File: config.mk
export PLATFORM = sky130hd
export DESIGN_NAME = tl_a_throttle_queue_flat
export DESIGN_NICKNAME = d
export VERILOG_FILES = /design/src/rtl/tl_a_throttle_queue_if.sv /design/src/rtl/tl_a_throttle_queue.sv /design/src/flat_wrapper.sv
export SDC_FILE = /design/constraint.sdc
export NUM_CORES = 1
export LEC_CHECK = 0
export CAP_MARGIN = 10
export CORE_MARGIN = 3
export CORE_UTILIZATION = 50
export CTS_CLUSTER_SIZE = 8
export DETAILED_ROUTE_END_ITERATION = 7
export PLACE_DENSITY = 0.8
export SYNTH_ARGS = -nofsm -noshare
export SYNTH_HDL_FRONTEND = slang
export SYNTH_SLANG_ARGS = --single-unit
File: constraint.sdc
create_clock -name clock -period 7.5 [get_ports clock]
set_input_delay 1.5 -clock clock [delete_from_list [all_inputs] [get_ports clock]]
set_output_delay 1.5 -clock clock [all_outputs]
set_load 0.005 [all_outputs]
File: src/rtl/tl_a_throttle_queue_if.sv
// A-channel enqueue/dequeue bundle for the throttle queue, plus its D-retire
// strobe and occupancy/outstanding status.
interface tl_a_throttle_queue_if #(
  parameter int DEPTH        = 2,
  parameter int MAX_INFLIGHT = 4
);
  logic                          enq_valid;
  logic                          enq_ready;
  logic [2:0]                    enq_opcode;
  logic [2:0]                    enq_param;
  logic [1:0]                    enq_size;
  logic                          enq_source;
  logic [29:0]                   enq_address;
  logic [3:0]                    enq_mask;
  logic [31:0]                   enq_data;
  logic                          enq_corrupt;

  logic                          deq_valid;
  logic                          deq_ready;
  logic [2:0]                    deq_opcode;
  logic [2:0]                    deq_param;
  logic [1:0]                    deq_size;
  logic                          deq_source;
  logic [29:0]                   deq_address;
  logic [3:0]                    deq_mask;
  logic [31:0]                   deq_data;
  logic                          deq_corrupt;

  logic                          d_fire;
  logic [$clog2(DEPTH):0]        count;
  logic [$clog2(MAX_INFLIGHT):0] inflight;
  logic                          err_underflow;

  modport slave (
    input  enq_valid, enq_opcode, enq_param, enq_size, enq_source,
           enq_address, enq_mask, enq_data, enq_corrupt, deq_ready, d_fire,
    output enq_ready, deq_valid, deq_opcode, deq_param, deq_size, deq_source,
           deq_address, deq_mask, deq_data, deq_corrupt,
           count, inflight, err_underflow
  );

  modport master (
    output enq_valid, enq_opcode, enq_param, enq_size, enq_source,
           enq_address, enq_mask, enq_data, enq_corrupt, deq_ready, d_fire,
    input  enq_ready, deq_valid, deq_opcode, deq_param, deq_size, deq_source,
           deq_address, deq_mask, deq_data, deq_corrupt,
           count, inflight, err_underflow
  );
endinterface

File: src/rtl/tl_a_throttle_queue.sv
// Ring-buffered TileLink-UL A-channel stage that stops issuing beats while
// MAX_INFLIGHT requests await their D response.
module tl_a_throttle_queue #(
  parameter int DEPTH        = 2,
  parameter int MAX_INFLIGHT = 4
) (
  input  logic                 clock,
  input  logic                 reset,
  tl_a_throttle_queue_if.slave q
);
  localparam int AW = $clog2(DEPTH);
  localparam int CW = AW + 1;
  localparam int IW = $clog2(MAX_INFLIGHT) + 1;

  typedef struct packed {
    logic [2:0]  opcode;
    logic [2:0]  param;
    logic [1:0]  size;
    logic        source;
    logic [29:0] address;
    logic [3:0]  mask;
    logic [31:0] data;
    logic        corrupt;
  } a_beat_t;

  a_beat_t         mem [DEPTH];
  a_beat_t         enq_beat;
  a_beat_t         head;
  logic [AW-1:0]   wptr, rptr;
  logic [CW-1:0]   count;
  logic [IW-1:0]   inflight;
  logic            err_underflow;
  logic            full, empty, throttle, enq_fire, deq_fire;

  assign full     = (count == CW'(DEPTH));
  assign empty    = (count == '0);
  assign throttle = (inflight == IW'(MAX_INFLIGHT));
  assign enq_fire = q.enq_valid & ~full;
  assign deq_fire = ~empty & ~throttle & q.deq_ready;

  assign enq_beat = {q.enq_opcode, q.enq_param, q.enq_size, q.enq_source,
                     q.enq_address, q.enq_mask, q.enq_data, q.enq_corrupt};
  // Head entry is always visible so fields hold steady across a stall.
  assign head     = mem[rptr];

  assign q.enq_ready     = ~full;
  assign q.deq_valid     = ~empty & ~throttle;
  assign q.deq_opcode    = head.opcode;
  assign q.deq_param     = head.param;
  assign q.deq_size      = head.size;
  assign q.deq_source    = head.source;
  assign q.deq_address   = head.address;
  assign q.deq_mask      = head.mask;
  assign q.deq_data      = head.data;
  assign q.deq_corrupt   = head.corrupt;
  assign q.count         = count;
  assign q.inflight      = inflight;
  assign q.err_underflow = err_underflow;

  always_ff @(posedge clock or posedge reset) begin
    if (reset) begin
      for (int i = 0; i < DEPTH; i++) mem[i] <= '0;
    end else if (enq_fire) begin
      mem[wptr] <= enq_beat;
    end
  end

  // DEPTH is a power of two, so pointer wrap is plain overflow.
  always_ff @(posedge clock or posedge reset) begin
    if (reset) begin
      wptr  <= '0;
      rptr  <= '0;
      count <= '0;
    end else begin
      if (enq_fire) wptr <= wptr + AW'(1);
      if (deq_fire) rptr <= rptr + AW'(1);
      case ({enq_fire, deq_fire})
        2'b10:   count <= count + CW'(1);
        2'b01:   count <= count - CW'(1);
        default: count <= count;
      endcase
    end
  end

  // A lone D retire with nothing outstanding is a protocol error, not a wrap.
  always_ff @(posedge clock or posedge reset) begin
    if (reset) begin
      inflight      <= '0;
      err_underflow <= 1'b0;
    end else begin
      case ({deq_fire, q.d_fire})
        2'b10: inflight <= inflight + IW'(1);
        2'b01: begin
          if (inflight == '0) err_underflow <= 1'b1;
          else                inflight      <= inflight - IW'(1);
        end
        default: inflight <= inflight;
      endcase
    end
  end
endmodule

File: src/flat_wrapper.sv
// flat-port wrapper written by rule: the top's interface ports become plain ports
module tl_a_throttle_queue_flat 
#(
  parameter int DEPTH        = 2,
  parameter int MAX_INFLIGHT = 4
)
  (clock, reset, q_enq_valid, q_enq_opcode, q_enq_param, q_enq_size, q_enq_source, q_enq_address, q_enq_mask, q_enq_data, q_enq_corrupt, q_deq_ready, q_d_fire, q_enq_ready, q_deq_valid, q_deq_opcode, q_deq_param, q_deq_size, q_deq_source, q_deq_address, q_deq_mask, q_deq_data, q_deq_corrupt, q_count, q_inflight, q_err_underflow);
  tl_a_throttle_queue_if #(.DEPTH(DEPTH), .MAX_INFLIGHT(MAX_INFLIGHT)) q_i ();
  input  logic clock;
  input  logic reset;
  input wire logic [$bits(q_i.enq_valid)-1:0] q_enq_valid;
  input wire logic [$bits(q_i.enq_opcode)-1:0] q_enq_opcode;
  input wire logic [$bits(q_i.enq_param)-1:0] q_enq_param;
  input wire logic [$bits(q_i.enq_size)-1:0] q_enq_size;
  input wire logic [$bits(q_i.enq_source)-1:0] q_enq_source;
  input wire logic [$bits(q_i.enq_address)-1:0] q_enq_address;
  input wire logic [$bits(q_i.enq_mask)-1:0] q_enq_mask;
  input wire logic [$bits(q_i.enq_data)-1:0] q_enq_data;
  input wire logic [$bits(q_i.enq_corrupt)-1:0] q_enq_corrupt;
  input wire logic [$bits(q_i.deq_ready)-1:0] q_deq_ready;
  input wire logic [$bits(q_i.d_fire)-1:0] q_d_fire;
  output wire logic [$bits(q_i.enq_ready)-1:0] q_enq_ready;
  output wire logic [$bits(q_i.deq_valid)-1:0] q_deq_valid;
  output wire logic [$bits(q_i.deq_opcode)-1:0] q_deq_opcode;
  output wire logic [$bits(q_i.deq_param)-1:0] q_deq_param;
  output wire logic [$bits(q_i.deq_size)-1:0] q_deq_size;
  output wire logic [$bits(q_i.deq_source)-1:0] q_deq_source;
  output wire logic [$bits(q_i.deq_address)-1:0] q_deq_address;
  output wire logic [$bits(q_i.deq_mask)-1:0] q_deq_mask;
  output wire logic [$bits(q_i.deq_data)-1:0] q_deq_data;
  output wire logic [$bits(q_i.deq_corrupt)-1:0] q_deq_corrupt;
  output wire logic [$bits(q_i.count)-1:0] q_count;
  output wire logic [$bits(q_i.inflight)-1:0] q_inflight;
  output wire logic [$bits(q_i.err_underflow)-1:0] q_err_underflow;
  assign q_i.enq_valid = q_enq_valid;
  assign q_i.enq_opcode = q_enq_opcode;
  assign q_i.enq_param = q_enq_param;
  assign q_i.enq_size = q_enq_size;
  assign q_i.enq_source = q_enq_source;
  assign q_i.enq_address = q_enq_address;
  assign q_i.enq_mask = q_enq_mask;
  assign q_i.enq_data = q_enq_data;
  assign q_i.enq_corrupt = q_enq_corrupt;
  assign q_i.deq_ready = q_deq_ready;
  assign q_i.d_fire = q_d_fire;
  assign q_enq_ready = q_i.enq_ready;
  assign q_deq_valid = q_i.deq_valid;
  assign q_deq_opcode = q_i.deq_opcode;
  assign q_deq_param = q_i.deq_param;
  assign q_deq_size = q_i.deq_size;
  assign q_deq_source = q_i.deq_source;
  assign q_deq_address = q_i.deq_address;
  assign q_deq_mask = q_i.deq_mask;
  assign q_deq_data = q_i.deq_data;
  assign q_deq_corrupt = q_i.deq_corrupt;
  assign q_count = q_i.count;
  assign q_inflight = q_i.inflight;
  assign q_err_underflow = q_i.err_underflow;
  tl_a_throttle_queue #(.DEPTH(DEPTH), .MAX_INFLIGHT(MAX_INFLIGHT)) u_core (.clock(clock), .reset(reset), .q(q_i));
endmodule
* Word-level counts from Yosys, hierarchy flattened
Index checks and enable logic that the tools add are counted.
** Word-level totals
- Register bits :: 160
- Input bits :: 81
** Operators by class
- Reductions and logical operators :: 7
- Add/sub/neg operators :: 6
- Equality and inequality tests :: 7
- Bitwise logic cells :: 8
- $lt $le $gt $ge :: 3
- Multiplexer cells :: 9
** Operators by type and width (count)
- 76-bit 2-to-1 mux :: 4
- 152-bit bitwise mux :: 1
- 76-bit demux with 1-bit select :: 1
- 2-bit equality test (second input constant) :: 3
- 3-bit case mux with 2 select lines :: 1
- 2-bit by 1-bit equality test with 1-bit output (second input constant) :: 2
- 2-bit greater-or-equal comparator (second input constant) :: 2
- 1-bit inverter with 2-bit output :: 2
- 2-bit case mux with 2 select lines :: 1
- 2-bit AND reduction :: 2
- 2-bit nonzero test :: 2
- 3-bit by 1-bit adder with 3-bit output (second input constant) :: 1
- 1-bit AND :: 3
- 3-bit equality test (second input constant) :: 1
- 3-bit zero test :: 1
- 3-bit 2-to-1 mux :: 1
- 1-bit inverter :: 3
- 3-bit by 1-bit subtractor with 3-bit output (second input constant) :: 1
- 1-bit adder (second input constant) :: 2
- 2-bit by 1-bit adder with 2-bit output (second input constant) :: 1
- 2-bit zero test :: 1
- 2-bit by 1-bit < comparator with 1-bit output (second input constant) :: 1
- 2-bit != test (second input constant) :: 1
- 2-bit by 1-bit subtractor with 2-bit output (second input constant) :: 1
- 1-bit logical AND :: 1

* Logic depth before layout (Yosys ltp)
Gate-level depths: netlist (run 1).
- Depth in word-level cells :: 7
- Gate-level depth with buffers :: 8
- Depth with buffers taken out :: 8

* Least setup slack after synthesis (run 1)
Ideal clock, no wire load.
- Kind :: input -> register
- From :: input q_deq_ready
- To :: register u_core.inflight[2], in the netlist u_core.q.inflight[2]
- Data arrival time :: 2.850 ns
- Data required time :: 7.374 ns
- Cell stages on the path :: 6
- Path slack :: 4.524 ns
- Setup time :: 0.126 ns
- Path through :: o21ai_0 -> a21oi_1 -> nand2b_1 -> fa_1 -> and3_1 -> o311a_1
** Between the ends
- Cells in the longest elaborated chain, start to end :: 4
- Elaborated cells on any way between the ends :: 7
** Ends and longest elaborated chain
- from (decl) :: RTL line flat_wrapper.sv:20 : input wire logic [$bits(q_i.deq_ready)-1:0] q_deq_ready;
- 1-bit AND (*) :: RTL line tl_a_throttle_queue.sv:39 : assign deq_fire = ~empty & ~throttle & q.deq_ready;
- net u_core.deq_fire :: RTL line tl_a_throttle_queue.sv:33 : logic full, empty, throttle, enq_fire, deq_fire;
- 2-bit by 1-bit equality test with 1-bit output or 2-bit equality test (tied branches) :: RTL line tl_a_throttle_queue.sv:91 : case ({deq_fire, q.d_fire})
- 2-bit != test (no source line) or 2-bit nonzero test (tied branches)
- 2-bit AND reduction (no source line)
- to (signal assigned) :: RTL line tl_a_throttle_queue.sv:92 : 2'b10: inflight <= inflight + IW'(1);
- to (signal assigned) :: RTL line tl_a_throttle_queue.sv:95 : else inflight <= inflight - IW'(1);
- to (signal assigned) :: RTL line tl_a_throttle_queue.sv:97 : default: inflight <= inflight;
- to (decl) :: RTL line tl_a_throttle_queue.sv:31 : logic [IW-1:0] inflight;
The timed path passes the listed nets; every way through them passes the cells marked *.
A chain may end at the register's enable or synchronous reset.

* Worst setup path in the final report (run 1)
- From :: register u_core.rptr
- To :: output q_deq_data[17]
** Between the ends
- Cells in the longest elaborated chain, start to end :: 4
** Ends and longest elaborated chain
- from (decl) :: RTL line tl_a_throttle_queue.sv:29 : logic [AW-1:0] wptr, rptr;
- from (signal assigned) :: RTL line tl_a_throttle_queue.sv:76 : if (deq_fire) rptr <= rptr + AW'(1);
- 1-bit inverter with 2-bit output (implied by the code) :: RTL line tl_a_throttle_queue.sv:44 : assign head = mem[rptr];
- 76-bit 2-to-1 mux (implied by the code) (3 in a row) :: RTL line tl_a_throttle_queue.sv:44
- to (decl) :: RTL line flat_wrapper.sv:30 : output wire logic [$bits(q_i.deq_data)-1:0] q_deq_data;
Every way passes these cells. The select of a mux whose other input is x is not followed.

==> flow_metrics.py, run 1 <==
metrics = {
    "run_status": {
        "status": "finished, final reports clean",
    },
    "timing": {
        "fin_crit_sh_pct": 53.7,
        "hold_violations": 0,
        "fmax_ghz": 0.248,
        "rsz0062_at_grt": "no",
        "setup_violations": 0,
        "finalWorstSetupSlack_ps": 3470,
        "fin_skew_ps": 5.73,
        "fin_crit_ps": 4030,
        "max_slew_margin_pct": 26.4,
        "drv_slew": 0,
        "worst_slew_pin_slew_ps": 1100,
        "tns_ps": 0,
    },
    "global_routing": {
        "grt_pass1_wl_um": 23900,
        "grt_usage_pct": 19.3,
        "grt_overflow": 0,
        "antenna_found_initial": 0,
        "grt_max_degree": 100,
        "grt_pass1_vias": 4548,
    },
    "placement": {
        "dp_hpwl_um": 9540,
        "placed_cell_area_mm2": 0.00876,
        "gp_congestion": 0.748,
        "pre_cts_ws_ps": 3360,
        "port_buffers": 164,
        "dp_cells": 770,
    },
    "routing": {
        "dr.pass1.iters": 4,
        "drc": 0,
        "wl_um": 14800,
        "wl_per_cell_um": 18.4,
        "vias": 4232,
        "vias_per_cell": 5.28,
        "drt_iter0_drc": 138,
        "final_antenna_net_count": 0,
    },
    "setup_path": {
        "path_delay_family": "flip-flops",
        "startpoint_type": "register",
        "crit_type": "reg -> out",
        "cp.arrival_ps": 2530,
        "cp_slowest_cell": "dfrtp_4",
        "crit_fanout": 77,
        "crit_chain": "mux2_2 > clkdlybuf4s50_1",
        "worstPathRequired_ps": 6000,
        "cp_num_buf_inv": 1,
        "critPathCaptureType": "output port",
        "cpPeakStageDelay_ps": 1160,
    },
    "clocking": {
        "cts_setup_buffers": 0,
        "clk_path_buf_depth": 2,
        "htree_levels": 4,
        "cts_buffers": 17,
        "clock_sinks": 160,
        "ctsResizeCount": 0,
        "ctsHoldBuffers": 0,
        "clkTransAtPathRegs_ps": 60,
        "insertion_delay_ps": 420,
        "cts_tree": "built",
        "clockRootBuffer": "clkbuf_16",
    },
    "finish": {
        "fillers": 928,
        "fin_area_mm2": 0.00942,
        "drive_above_1_share_pct": 36.4,
        "antenna_cells": 0,
        "fin_nets": 696,
        "instances_no_fill": 802,
        "areaGrowthSynthToFinish_pct": 33.8,
    },
    "synth": {
        "synthCells": 453,
        "synth.yosys.seq_area_share_pct": 56.8,
        "syn_area_per_cell_um2": 15.5,
        "async_flop_share_pct": 100,
        "synth_top_flop_cell": "dfrtp_1",
        "ys_types": 33,
        "netlist_area_mm2": 0.00704,
        "synthMuxAreaShare_pct": 36.5,
        "synth_compound_area_share_pct": 1.30,
        "synth-xor-area-share_pct": 0.870,
        "synthAdderAreaFrac_pct": 0.462,
        "synth_nets": 536,
        "synthSimpleGateAreaFrac_pct": 1.23,
        "ys_warn_count": 0,
        "synth.ff_latch_count": 160,
        "synth_edf_count": 0,
        "synth_top_family_by_area": "multiplexers",
    },
    "floorplan": {
        "core_mm2": 0.0135,
        "die_h_um": 125,
        "die-area_mm2": 0.0155,
        "pin_count": 165,
        "start_util_pct": 52.1,
        "rows": 42,
        "chipWidth_um": 125,
    },
    "hold_path": {
        "hp-class": "reg -> reg",
    },
    "job": {
        "maxCapViolations": 0,
    },
    "pwr": {
        "powerDensity_mw_per_mm2": 481,
        "peakVddDrop_v": 0.000290,
        "p_leak_nw": 3.89,
    },
}
[metal layers]
layer	GRT usage (%)	part of all wire, %	up-vias
met1	24.3	43	2142
met2	30.5	48	131
met3	8.02	7.7	14
met4	5.80	1.2	0
li1	-	-	1945
met5	0	0	-
[cell usage after synthesis (all sizes together) (2+ instances only)]
library cell / number / area [µm²]
nand3: 3 / 20.0
xor2: 2 / 17.5
clkbuf: 2 / 7.51
xnor2: 5 / 43.8
buf: 24 / 178
inv: 4 / 15.0
nor2: 4 / 22.5
o21ai: 2 / 10.0
mux2: 228 / 2570
nand2b: 2 / 20.0
dfrtp: 160 / 4000
a21oi: 2 / 10.0
[state kept, by name (all words and copies together) (netlist names)]
signal / cells
u_core.mem: 152
u_core.q.count: 2
u_core.q.err_underflow: 1
u_core.q.inflight: 3
u_core.rptr: 1
u_core.wptr: 1
[power by group]
| group | leakage, nW | internal (mW) | switching [mW] |
|---|---|---|---|
| combinational | 1.69 | 1.34 | 0.618 |
| sequential | 1.88 | 1.31 | 0.313 |
| clock | 0.322 | 0.624 | 0.329 |
| total | 3.89 | 3.27 | 1.26 |
[cells by family (layout without fill, tap and decap cells)]
| logic type | Yosys count | count (layout) |
|---|---|---|
| mux | 228 | 228 |
| flops | 160 | 160 |
| buf+inv | 30 | 203 |
| compound gates | 13 | 13 |
| simple gates | 13 | 13 |
| xor+xnor | 7 | 7 |
| fa+ha+maj | 2 | 2 |
[worst paths after layout]
path / start / end / slack, ps / cells after the start
worst min-delay path: u_core.mem[129]$_DFFE_PP0P_ / u_core.mem[129]$_DFFE_PP0P_ / 480 / 1
min in group asynchronous: reset / u_core.mem[12]$_DFFE_PP0P_ / 1660 / 2
worst min register to register: u_core.mem[129]$_DFFE_PP0P_ / u_core.mem[129]$_DFFE_PP0P_ / 480 / 1
max in group asynchronous: reset / u_core.mem[51]$_DFFE_PP0P_ / 4550 / 3
worst max register to register: u_core.q.count[0]$_DFFE_PP0P_ / u_core.mem[98]$_DFFE_PP0P_ / 4790 / 5
worst max-delay path: u_core.rptr$_DFFE_PP0P_ / q_deq_data[17] / 3470 / 2
[per-stage QoR]
stage          power [mW]  utilization (%)  hold WS (ps)
2_1_floorplan        2.66                -           454
3_3_place_gp         3.52             64.9           460
3_5_place_dp         3.61             64.9           472
4_1_cts              4.59             69.8           486
5_1_grt              4.80             69.8           495
6_report             4.53             69.8           483
[cell usage in the layout (no fill, tap or decap), types with 4 or more instances in the layout]
cell / n
dfrtp_1: 159
bufinv_16: 5
clkbuf_8: 4
clkdlybuf4s50_1: 164
clkbuf_16: 17
xnor2_1: 5
mux2_1: 40
mux2_2: 188
[final cells by class]
cell class / count / area, µm² / area share (%)
repair buffers: 167 / 1660 / 17.7
well taps: 176 / 220 / 2.34
clock buffers: 22 / 484 / 5.14
clock inverters: 10 / 180 / 1.91
inverters: 4 / 20.0 / 0.212
multi-input cells: 263 / 2850 / 30.2
flip-flops and latches: 160 / 4010 / 42.5
Note: power is estimated with default switching activity, not from simulation.
==> run 2: changes to the inputs <==
==> constraint.sdc (replaced) <==
create_clock -name clock -period 4.2 [get_ports clock]
set_input_delay 0.84 -clock clock [delete_from_list [all_inputs] [get_ports clock]]
set_output_delay 0.84 -clock clock [all_outputs]
set_load 0.005 [all_outputs]
==> run 2 against run 1 <==
Compared with the run above:
- critical path depth up 1
- clock skew about the same
- via count increased by 0.52%
- first-iteration DRC count increased by 5.8%
- critical endpoint is now q_deq_data[7]
- largest cell class unchanged
==> flow_metrics.py, run 2 (same netlist as run 1, synthesis figures left out) <==
metrics = {
    "timing": {
        "finalWorstSetupSlack_ps": 926,
        "fin_skew_ps": 5.46,
        "drv_slew": 0,
        "setup_violations": 0,
        "tns_ps": 0,
        "fin_crit_ps": 3270,
        "fin_crit_sh_pct": 78.0,
        "max_slew_margin_pct": 29.8,
        "hold_violations": 0,
        "rsz0062_at_grt": "no",
        "fmax_ghz": 0.305,
        "hold-worst-slack_ps": 482,
        "worst_slew_pin_slew_ps": 1050,
    },
    "setup_path": {
        "rrSetupSlack_ps": 1820,
        "worstPathRequired_ps": 3360,
        "r2r_end": "u_core.q.inflight[2]$_DFFE_PP0P_",
        "crit_fanout": 40,
        "crit_chain": "buf_12 > mux2_2 > clkdlybuf4s50_1",
        "rr_worst_depth": 6,
        "crit_type": "reg -> out",
        "critPathCaptureType": "output port",
        "cpPeakStageDelay_ps": 790,
        "r2r_start": "u_core.q.count[0]$_DFFE_PP0P_",
        "cp_slowest_cell": "dfrtp_4",
        "startpoint_type": "register",
        "cp.arrival_ps": 2430,
        "crit_start": "u_core.rptr$_DFFE_PP0P_",
    },
    "clocking": {
        "cts_setup_buffers": 0,
        "clockRootBuffer": "clkbuf_16",
        "cts_buffers": 17,
        "ctsHoldBuffers": 0,
        "clk_path_buf_depth": 2,
        "clkTransAtPathRegs_ps": 60,
        "htree_levels": 4,
        "ctsResizeCount": 0,
        "clock_sinks": 160,
        "insertion_delay_ps": 420,
        "cts_tree": "built",
    },
    "floorplan": {
        "die-area_mm2": 0.0155,
        "chipWidth_um": 125,
        "start_util_pct": 52.1,
        "core_mm2": 0.0135,
        "pin_count": 165,
        "die_h_um": 125,
        "rows": 42,
    },
    "global_routing": {
        "grt_max_degree": 83,
        "use_met2_pct": 32.0,
        "grt_use_met3_pct": 7.33,
        "grt_overflow": 0,
        "grt_pass1_wl_um": 24400,
        "use_met1_pct": 23.9,
        "grt-busiest-layer": "met2",
        "grt_pass1_vias": 4836,
        "grt_usage_pct": 19.6,
        "antenna_found_initial": 0,
    },
    "placement": {
        "pre_cts_ws_ps": 1180,
        "gp_congestion": 0.713,
        "dp_cells": 772,
        "port_buffers": 164,
        "placed_cell_area_mm2": 0.00880,
        "dp_hpwl_um": 9660,
    },
    "finish": {
        "final_cell_mix": "188 x mux2_2, 164 x clkdlybuf4s50_1, 159 x dfrtp_1",
        "largest_reg_flops": 152,
        "drive_above_1_share_pct": 36.5,
        "regMostFlops": "u_core.mem",
        "instances_no_fill": 804,
        "mostFrequentLayoutCell": "mux2_2",
        "top_regs": "u_core.mem x152, u_core.q.inflight x3, u_core.q.count x2",
        "fin_nets": 698,
        "fin_area_mm2": 0.00939,
        "antenna_cells": 0,
        "areaGrowthSynthToFinish_pct": 33.3,
        "post-route-util_pct": 69.5,
    },
    "hold_path": {
        "whs_endpoint": "u_core.q.err_underflow$_DFFE_PP0P_",
        "whs_path_depth": 1,
        "hp-class": "reg -> reg",
        "hp-start": "u_core.q.err_underflow$_DFFE_PP0P_",
    },
    "routing": {
        "dr.pass1.iters": 4,
        "drc": 0,
        "final_antenna_net_count": 0,
        "drt_iter0_drc": 146,
        "wl_per_cell_um": 18.2,
        "vias": 4254,
        "vias_per_cell": 5.29,
        "wl_um": 14600,
    },
    "pwr": {
        "peakVddDrop_v": 0.000431,
        "powerDensity_mw_per_mm2": 845,
        "finalPower_mw": 7.94,
        "p_leak_nw": 3.87,
    },
    "job": {
        "maxCapViolations": 0,
    },
    "run_status": {
        "status": "finished, final reports clean",
    },
}
-- run 2: cell types whose count changed in the layout (fill, tap and decap cells not counted) --
cell	before	now
buf_12	0	2
bufinv_16	5	2
clkbuf_1	1	2
clkinv_4	0	1
clkinvlp_4	2	4
inv_6	1	0
-- run 2: how the worst max path moves through the flow --
stage	to	slack, ps	cells past startpoint
floorplan	u_core.mem[0]$_DFFE_PP0P_	1330	1
global placement	u_core.mem[93]$_DFFE_PP0P_	1340	5
detailed placement	u_core.q.inflight[1]$_DFFE_PP0P_	1180	9
CTS	q_deq_data[4]	910	3
global route	q_deq_data[4]	840	3
finish	q_deq_data[7]	930	3
-- run 2: power by group --
part | leakage (nW) | total [mW] | switching, mW | internal (mW)
clock | 0.285 | 1.51 | 0.579 | 0.935
sequential | 1.88 | 2.83 | 0.484 | 2.34
combinational | 1.70 | 3.60 | 1.19 | 2.41
-- run 2: layout make-up --
class | instances | area [µm²]
clock buffers | 23 | 488
clock inverters | 9 | 106
fillers | 919 | 4110
inverters | 4 | 18.8
multi-input cells | 263 | 2850
flip-flops and latches | 160 | 4010
well taps | 176 | 220
repair buffers | 169 | 1700
-- run 2: metal layers --
layer	routed length [µm]	share of wire [%]
met5	0	0
met4	221	1.5
met3	1110	7.6
met2	7110	49
met1	6180	42
-- run 2: worst max-delay path, delay by kind of cell (launching register included) --
family	cells	cell delay, ps
DFF	1	790
muxes	1	370
buffers and inverters	2	790
